<file path="config.mk">
export PLATFORM = sky130hd
export DESIGN_NAME = status_reg
export DESIGN_NICKNAME = d
export VERILOG_FILES = /design/src/rtl/status_reg.sv
export SDC_FILE = /design/constraint.sdc
export NUM_CORES = 1
export LEC_CHECK = 0
export CAP_MARGIN = 15
export CORE_AREA = 4 4 41 43
export CTS_BUF_LIST = sky130_fd_sc_hd__clkbuf_8
export DETAILED_ROUTE_END_ITERATION = 10
export DIE_AREA = 0 0 45 47
export DONT_BUFFER_PORTS = 1
export PLACE_DENSITY_LB_ADDON = 0.12
export SYNTH_ARGS = -nofsm -noshare
export SYNTH_HDL_FRONTEND = slang
export SYNTH_SLANG_ARGS = --single-unit
</file>
<file path="constraint.sdc">
create_clock -name clk -period 0.9 [get_ports clk]
set_input_delay 0.09 -clock clk [delete_from_list [all_inputs] [get_ports clk]]
set_output_delay 0.09 -clock clk [all_outputs]
set_load 0.05 [all_outputs]
</file>
<file path="src/rtl/status_reg.sv">
// Processor status (P) register: ALU flag capture, set/clear ops, PLP/RTI loads,
// stack-push formatting and the instruction-boundary delayed IRQ mask.
module status_reg #(
    parameter logic [7:0] RESET_P = 8'h24
) (
    input  logic       clk,
    input  logic       rst_n,
    input  logic [7:0] alu_out,
    input  logic       alu_c,
    input  logic       alu_v,
    input  logic       upd_nz,
    input  logic       upd_c,
    input  logic       upd_v,
    input  logic       bit_op,
    input  logic [7:0] data_in,
    input  logic       load_p,
    input  logic       load_p_rti,
    input  logic [2:0] flag_op,
    input  logic       set_i_int,
    input  logic       sync,
    input  logic       push_brk,
    output logic [7:0] p_out,
    output logic [7:0] p_push,
    output logic       flag_c,
    output logic       flag_z,
    output logic       flag_i,
    output logic       flag_d,
    output logic       flag_v,
    output logic       flag_n,
    output logic       irq_mask
);

    typedef enum logic [2:0] {
        OP_NONE = 3'd0,
        OP_CLC  = 3'd1,
        OP_SEC  = 3'd2,
        OP_CLI  = 3'd3,
        OP_SEI  = 3'd4,
        OP_CLD  = 3'd5,
        OP_SED  = 3'd6,
        OP_CLV  = 3'd7
    } flag_op_e;

    flag_op_e op;

    logic n_q, v_q, d_q, i_q, z_q, c_q;
    logic n_d, v_d, d_d, i_d, z_d, c_d;
    logic irq_mask_q, irq_mask_d;
    logic alu_zero;

    assign op       = flag_op_e'(flag_op);
    assign alu_zero = (alu_out == 8'h00);

    // Lowest-priority sources are applied first so later assignments win.
    always_comb begin
        n_d = n_q;
        v_d = v_q;
        d_d = d_q;
        i_d = i_q;
        z_d = z_q;
        c_d = c_q;

        if (load_p || load_p_rti) begin
            n_d = data_in[7];
            v_d = data_in[6];
            d_d = data_in[3];
            i_d = data_in[2];
            z_d = data_in[1];
            c_d = data_in[0];
        end else begin
            if (upd_nz) begin
                n_d = alu_out[7];
                z_d = alu_zero;
            end
            if (upd_c) c_d = alu_c;
            if (upd_v) v_d = alu_v;
            if (bit_op) begin
                n_d = data_in[7];
                v_d = data_in[6];
                z_d = alu_zero;
            end

            case (op)
                OP_CLC:  c_d = 1'b0;
                OP_SEC:  c_d = 1'b1;
                OP_CLI:  i_d = 1'b0;
                OP_SEI:  i_d = 1'b1;
                OP_CLD:  d_d = 1'b0;
                OP_SED:  d_d = 1'b1;
                OP_CLV:  v_d = 1'b0;
                default: ;
            endcase

            if (set_i_int) i_d = 1'b1;
        end
    end

    // The mask samples I as stored before this edge, giving the one-instruction delay.
    always_comb begin
        irq_mask_d = irq_mask_q;
        if (load_p_rti) begin
            irq_mask_d = data_in[2];
        end else if (sync) begin
            irq_mask_d = i_q;
        end
    end

    always_ff @(posedge clk) begin
        if (!rst_n) begin
            n_q        <= RESET_P[7];
            v_q        <= RESET_P[6];
            d_q        <= RESET_P[3];
            i_q        <= RESET_P[2];
            z_q        <= RESET_P[1];
            c_q        <= RESET_P[0];
            irq_mask_q <= 1'b1;
        end else begin
            n_q        <= n_d;
            v_q        <= v_d;
            d_q        <= d_d;
            i_q        <= i_d;
            z_q        <= z_d;
            c_q        <= c_d;
            irq_mask_q <= irq_mask_d;
        end
    end

    assign p_out    = {n_q, v_q, 1'b1, 1'b1, d_q, i_q, z_q, c_q};
    assign p_push   = {n_q, v_q, 1'b1, push_brk, d_q, i_q, z_q, c_q};
    assign flag_n   = n_q;
    assign flag_v   = v_q;
    assign flag_d   = d_q;
    assign flag_i   = i_q;
    assign flag_z   = z_q;
    assign flag_c   = c_q;
    assign irq_mask = irq_mask_q;

endmodule

</file>
* After elaboration in Yosys (flattened, before gate mapping)
Index checks and enable logic that the tools add are counted.
** Storage, ports and cells
- Flip-flop bits (word level) :: 7
- Bits in latches :: 0
- Memory bits (writable) :: 0
- Bits in read-only memories :: 0
- Output and inout port bits :: 23
- Memories kept :: 0
** Operators by class
- Add/subtract/negate cells :: 0
- $mul :: 0
- Div/mod/pow operators :: 0
- $lt $le $gt $ge :: 0
- Equality and inequality tests :: 7
- Shifts and indexed selects :: 0
- Mux-type cells :: 20
- Bitwise logic cells :: 0
- Reductions and logical operators :: 8
** Operators with widths (count)
- two-way mux 1 bit :: 17
- == test 3 bit (second input constant) :: 4
- nonzero test 4 bit :: 3
- zero test 8 bit :: 1
- == test 3 x 2 -> 1 bit (second input constant) :: 2
- one-hot mux 1 bit (2 select lines) :: 3
- nonzero test 3 bit :: 2
- == test 3 x 1 -> 1 bit (second input constant) :: 1
- nonzero test 2 bit :: 1
- logical OR 1 bit :: 1

* Depth between registers and ports, before layout
Gate-level depths: netlist of run 1.
- Depth in word-level cells :: 4
- Depth in mapped cells :: 3
- Mapped depth without buffers :: 3

* Worst setup path after synthesis of run 1
Ideal clock, no wire load.
- Path kind :: register -> register
- From :: register, netlist name flag_i
- To :: register i_q, in the netlist flag_i
- Library setup time :: 81 ps
- Data arrival time :: 1182 ps
- Data required time :: 819 ps
- Path slack :: -363 ps
- Cell stages (with the launch flop) :: 4
- Path buffers :: 0
- Period minus slack after synthesis :: 1263 ps
- Cells stage by stage :: dfxtp_1 a21boi_0 o22ai_1 a41oi_1
** RTL lines
- end signal, assigned :: RTL line 113 : i_q <= RESET_P[2];
- end signal, assigned :: RTL line 121 : i_q <= i_d;
- end, declared :: RTL line 46 : logic n_q, v_q, d_q, i_q, z_q, c_q;

* Final worst setup path of run 1
- From :: register i_q, in the netlist flag_i
- To :: output port flag_i
** RTL lines
- end, declared :: RTL line 26 : output logic flag_i,
No word-level cell between the ends.

==> out/metrics.csv, run 1 <==
stage,metric,value,unit
run_status,outcome,"finished, violations left",
run_status,violations,setup timing,
finish,final_common_cell,buf_12,
timing,fmax,1040,MHz
placed_design,pre_cts_slack,-0.0145,ns
critical_path,rr_worst_depth,3,
critical_path,r2r_end,flag_c,
global_routing,grt_max_degree,10,
routing,drt-initial-drc-count,1,
floorplan,die_x,45,um
hold_path,min_from,rst_n,
critical_path,crit_path_end_kind,output pin,
timing,final_max_slew_viol_count,0,
routing,via_count,412,
synthesis,synthSimpleGateAreaFrac,0.182,
synthesis,synth_xor_area_frac,0,
floorplan,rows,13,
timing,setup_violations,4,
finish,area_growth,30.4,%
critical_path,critPathRequiredTime,0.81,ns
timing,hold_violations,0,
global_routing,track_usage,0.125,
timing,period_needed,0.961,ns
floorplan,coreArea,0.00130,mm2
power_and_ir_drop,p_leak,0.277,nW
placed_design,dp_hpwl,960,um
clock_network,cts_buffer_depth,2,
critical_path,path_class,register to output pin,
finish,antenna_cells,0,
finish,multiInputGateArea,269,um2
global_routing,grt_overflow,0,
clock_network,cts-root-buf,clkbuf_8,
finish,nFillCells,135,
critical_path,cp.arrival,0.87,ns
critical_path,r2r_start,flag_c,
hold_path,hold_path_class,input pin to register,
clock_network,cts_tree,built,
timing,rsz0062_at_grt,yes,
floorplan,die_h,47,um
routing,wl_per_cell,15.0,um
clock_network,htreeDepth,1,
synthesis,ys.warnings.count,0,
synthesis,ys_ff_latch,7,
placed_design,placedCellCount,70,
synthesis,synth-seq-area-share,0.273,
routing,ant_nets,0,
synthesis,synthArstFlopShare,0,
synthesis,postSynthCellCount,61,
timing,worst_slack,-0.0609,ns
critical_path,crit_path_start_kind,register,
routing,finalWirelength,1160,um
synthesis,synthAdderAreaFrac,0,
synthesis,synth_edf_count,0,
hold_path,hold_path_end,flag_d,
power_and_ir_drop,p_total,0.00122,W
placed_design,port_buffers,0,
timing,fin_setup_tns,-0.224,ns
clock_network,cts.sinks,7,
finish,regArea,159,um2
finish,drive_gt1_frac,0.387,
floorplan,initial_utilization,0.395,
synthesis,syn_area,514,um2
global_routing,grt_pass1_vias,437,
synthesis,synth.avg_cell_area,8.43,um2
critical_path,r2r_slack,-0.04,ns
routing,drc,0,
global_routing,grt_pass1_wl,1810,um
clock_network,cts_setup_buffers,0,
clock_network,worst_skew_pair.late_latency,0.23,ns
floorplan,die_area,0.00212,mm2
hold_path,hold_depth,2,
floorplan,io_pins,55,
clock_network,clk_pin_slew,0.04,ns
synthesis,synth_compound_area_frac,0.190,
timing,whs,0.0219,ns
synthesis,synth_top_family_by_area,buffers and inverters,
critical_path,path_max_fanout,3,
clock_network,cts_buffers,3,
routing,drt-pass1-iter-count,2,
placed_design,gp_congestion,0.613,
power_and_ir_drop,powerDensity,1820,mW/mm2
synthesis,synthDistinctLibCells,26,
timing,clock_skew,0.000962,ns
synthesis,synthMuxAreaShare,0.0998,
timing,fin_crit_sh,1.07,
finish,nets,95,
synthesis,ys.flop_type,dfxtp_1,
flow_run,drv_cap,0,
power_and_ir_drop,ir_drop,0.750,mV
routing,viasPerCell,5.35,
global_routing,antenna_found_initial,0,
finish,stdcell_count,77,
finish,final_cell_mix,"buf_12 (6), nand2_1 (4), dfxtp_4 (4)",
sequential cells by signal, summed over array words and instances (netlist names):
name,flops
flag_i,1
flag_n,1
flag_d,1
flag_z,1
irq_mask,1
flag_v,1
flag_c,1
metal layers:
metal | GRT usage | wire [um]
met1 | 0.119 | 398
met2 | 0.209 | 647
met3 | 0.0728 | 111
met4 | 0.0760 | 0
met5 | 0 | 0
synth_stat cells (2+ instances only):
| master | number | share of area |
|---|---|---|
| nor4_1 | 2 | 0.024 |
| a31oi_1 | 2 | 0.024 |
| a21oi_1 | 2 | 0.019 |
| nand2_1 | 4 | 0.029 |
| inv_1 | 2 | 0.015 |
| nor2_1 | 3 | 0.022 |
| buf_4 | 16 | 0.23 |
| dfxtp_1 | 7 | 0.27 |
| o21ai_0 | 3 | 0.029 |
| mux2i_1 | 4 | 0.078 |
metrics by stage:
step,area (um2),util
after global placement,541,0.415
after floorplan,544,-
after global routing,671,0.515
after CTS,657,0.505
after detailed placement,541,0.415
final,671,0.515
layout make-up:
cell class	count	share of cell area
inverters	2	0.0112
clock buffers	3	0.0616
well taps	15	0.0280
flip-flops and latches	7	0.237
multi-input cells	38	0.401
repair buffers	11	0.256
clock inverters	1	0.00560
logic make-up after synthesis:
kind of cell | count (synthesis)
AOI/OAI and AO/OA | 14
DFF | 7
other | 1
muxes | 5
buffers and inverters | 18
and+or+nand+nor | 16
timing repair:
item | 4_1_cts | 5_1_grt
pin swaps | 0 | 4
hold buffers | 3 | 0
endpoints found under the hold margin | 6 | 0
gates resized for setup | 10 | 5
endpoints found under the setup margin | 14 | 17
worst max path at each step:
stage,start,endpoint,slack (ns),cells past startpoint
3_3_place_gp,flag_c,flag_c,0.006,3
2_1_floorplan,flag_i,flag_i,-0.08,3
4_1_cts,flag_i,flag_i,-0.07,2
3_5_place_dp,flag_c,flag_c,-0.01,3
6_report,flag_i,flag_i,-0.06,2
5_1_grt,flag_c,flag_c,-0.09,3
worst max-delay path, stage by stage, from the launching register on:
cell and delay [ns]:
dfxtp_4 0.34, buf_6 0.10, buf_12 0.20
power by group:
| group | internal (W) | total, W | switching, W |
|---|---|---|---|
| Clock | 0.000295 | 0.000431 | 0.000137 |
| Sequential | 0.000334 | 0.000355 | 0.0000218 |
| Combinational | 0.000141 | 0.000437 | 0.000296 |
No activity file was read; power rests on OpenSTA's default activity.
==> run 2, diff against run 1 <==
--- a/config.mk
+++ b/config.mk
@@ -11,6 +11,7 @@
 export DETAILED_ROUTE_END_ITERATION = 10
 export DIE_AREA = 0 0 45 47
 export DONT_BUFFER_PORTS = 1
+export GPL_TIMING_DRIVEN = 0
 export PLACE_DENSITY_LB_ADDON = 0.12
 export SYNTH_ARGS = -nofsm -noshare
 export SYNTH_HDL_FRONTEND = slang
==> run 2 against run 1 <==
Cell area is 9.5% higher. Sequential cell count stayed put. First-iteration DRC count grew to 4.0 times the previous value. Clock skew is 0.00091 ns lower. Largest cell class unchanged. The flow still finishes with violations (setup timing). Largest power group is now registers. Combinational power is 13% lower. Maximum frequency is 3.6% lower. Utilization is 4.9 points higher. Setup slack worse by 0.036 ns.
==> out/metrics.csv, run 2 (synthesis results as in run 1) <==
stage,metric,value,unit,change
power_and_ir_drop,powerDensity,1700,mW/mm2,-6.8%
floorplan,initial_utilization,0.395,,unchanged
clock_network,cts_buffers,3,,unchanged
critical_path,crit_path_end_kind,register,,
finish,stdcell_count,85,,+10%
finish,drive_gt1_frac,0.457,,+0.0700
routing,wl_per_cell,14.4,um,-4.2%
global_routing,grt_pass1_vias,398,,-8.9%
floorplan,io_pins,55,,unchanged
critical_path,path_cells,mux2i_2 > o21ai_1 > o221a_1,,
routing,drt-pass1-iter-count,3,,+1
timing,fin_crit_sh,1.11,,+0.0402
floorplan,die_h,47,um,unchanged
timing,setup_violations,16,,+12
finish,final_common_cell,buf_8,,
finish,design_area,734,um2,+9.5%
clock_network,cts_setup_buffers,0,,unchanged
clock_network,cts_tree,built,,
timing,final_max_slew_viol_count,0,,unchanged
routing,ant_nets,0,,unchanged
floorplan,die_x,45,um,unchanged
floorplan,coreArea,0.00130,mm2,unchanged
clock_network,cts.sinks,7,,unchanged
placed_design,dpl-instance-area,563,um2,+4.2%
run_status,outcome,"finished, violations left",,
critical_path,path_class,register to register,,
clock_network,cts-root-buf,clkbuf_8,,
global_routing,antenna_found_initial,0,,unchanged
critical_path,cp_slowest_stage_delay,0.40,ns,+0.06 ns
clock_network,clk_pin_slew,0.04,ns,about the same
placed_design,gp_congestion,0.586,,-4.3%
finish,nets,103,,+8.4%
finish,final_util,0.564,,+0.0490
critical_path,crit_path_start_kind,register,,
power_and_ir_drop,ir_drop,0.906,mV,+21%
placed_design,pre_cts_slack,-0.130,ns,-0.116 ns
placed_design,port_buffers,0,,unchanged
clock_network,cts_buffer_depth,2,,unchanged
finish,final_cell_mix,"buf_8 (10), dfxtp_4 (7), buf_4 (6)",,
critical_path,critPathSlowestCell,dfxtp_4,,
global_routing,grt_max_degree,10,,unchanged
placed_design,placedCellCount,78,,+11%
clock_network,htreeDepth,1,,unchanged
timing,period_needed,0.997,ns,+0.0362 ns
finish,antenna_cells,0,,unchanged
run_status,violations,setup timing,,
critical_path,cp.arrival,1.11,ns,+0.24 ns
placed_design,dp_hpwl,962,um,+0.18%
routing,drc,0,,unchanged
critical_path,path_max_fanout,4,,+1
timing,fmax,1000,MHz,-3.6%
routing,via_count,436,,+5.8%
timing,clock_skew,0.0000563,ns,-0.000905 ns
finish,area_growth,42.8,%,
critical_path,critPathRequiredTime,1.01,ns,+0.20 ns
hold_path,hold_path_class,input pin to register,,
timing,worst_slack,-0.0971,ns,-0.0362 ns
timing,rsz0062_at_grt,yes,,
timing,hold_violations,0,,unchanged
routing,finalWirelength,1220,um,+5.8%
power_and_ir_drop,p_leak,0.314,nW,+14%
flow_run,drv_cap,0,,unchanged
floorplan,die_area,0.00212,mm2,unchanged
routing,viasPerCell,5.13,,-4.1%
routing,drt-initial-drc-count,4,,+3
timing,whs,0.0252,ns,+0.00336 ns
clock_network,worst_skew_pair.late_latency,0.23,ns,about the same
global_routing,track_usage,0.115,,-0.00978
global_routing,grt_overflow,0,,unchanged
floorplan,rows,13,,unchanged
global_routing,grt_pass1_wl,1690,um,-6.5%
==> run 2: metal layers <==
| layer | part of all wire | vias up | GRT usage | wire length [um] |
|---|---|---|---|---|
| met5 | 0 | - | 0 | 0 |
| met4 | 0.0049 | 0 | 0.0526 | 6 |
| met3 | 0.12 | 2 | 0.0728 | 145 |
| met2 | 0.57 | 25 | 0.189 | 693 |
| met1 | 0.31 | 191 | 0.116 | 379 |
| li1 | - | 218 | - | - |
==> run 2: worst max-delay path, delay by kind of cell (launching register included) <==
kind / cells / cell delay [ns]
multiplexers: 1 / 0.19
flip-flops: 1 / 0.40
AO/OA/AOI/OAI: 2 / 0.30
==> run 2: path summary, 6_finish.rpt <==
| kind | depth (start not counted) | endpoint | startpoint | slack (ns) |
|---|---|---|---|---|
| worst min register to register | 2 | flag_z | flag_z | 0.59 |
| worst max-delay path | 3 | flag_c | flag_c | -0.1 |
| worst min-delay path | 1 | flag_n | data_in[7] | 0.03 |
| worst max register to register | 3 | flag_c | flag_c | -0.1 |
==> run 2: layout make-up <==
cell class / count / area, um2
plain buffers: 16 / 195
fillers: 138 / 567
inverters: 2 / 7.51
flip-flops and latches: 7 / 166
clock buffers: 3 / 41.3
repair buffers: 3 / 32.5
clock inverters: 1 / 3.75
well taps: 15 / 18.8
multi-input cells: 38 / 269
==> run 2: timing repair <==
item,in CTS,in global routing
hold buffers,3,0
gates resized for setup,22,6
pin swaps,2,2
endpoints found under the setup margin,18,18
endpoints found under the hold margin,7,0
==> run 2: power breakdown <==
part | switching [W] | leakage, nW | internal, W
logic | 0.000220 | 0.226 | 0.000159
registers | 0.000112 | 0.0613 | 0.000331
clock network | 0.000133 | 0.0269 | 0.000294
total | 0.000465 | 0.314 | 0.000784
==> run 2: per-stage QoR <==
step           TNS, ns  total power, W
2_1_floorplan   -0.162        0.000741
3_3_place_gp    -0.304        0.000758
3_5_place_dp    -0.353        0.000760
4_1_cts          -1.22         0.00125
5_1_grt          -1.71         0.00132
6_report         -1.06         0.00125
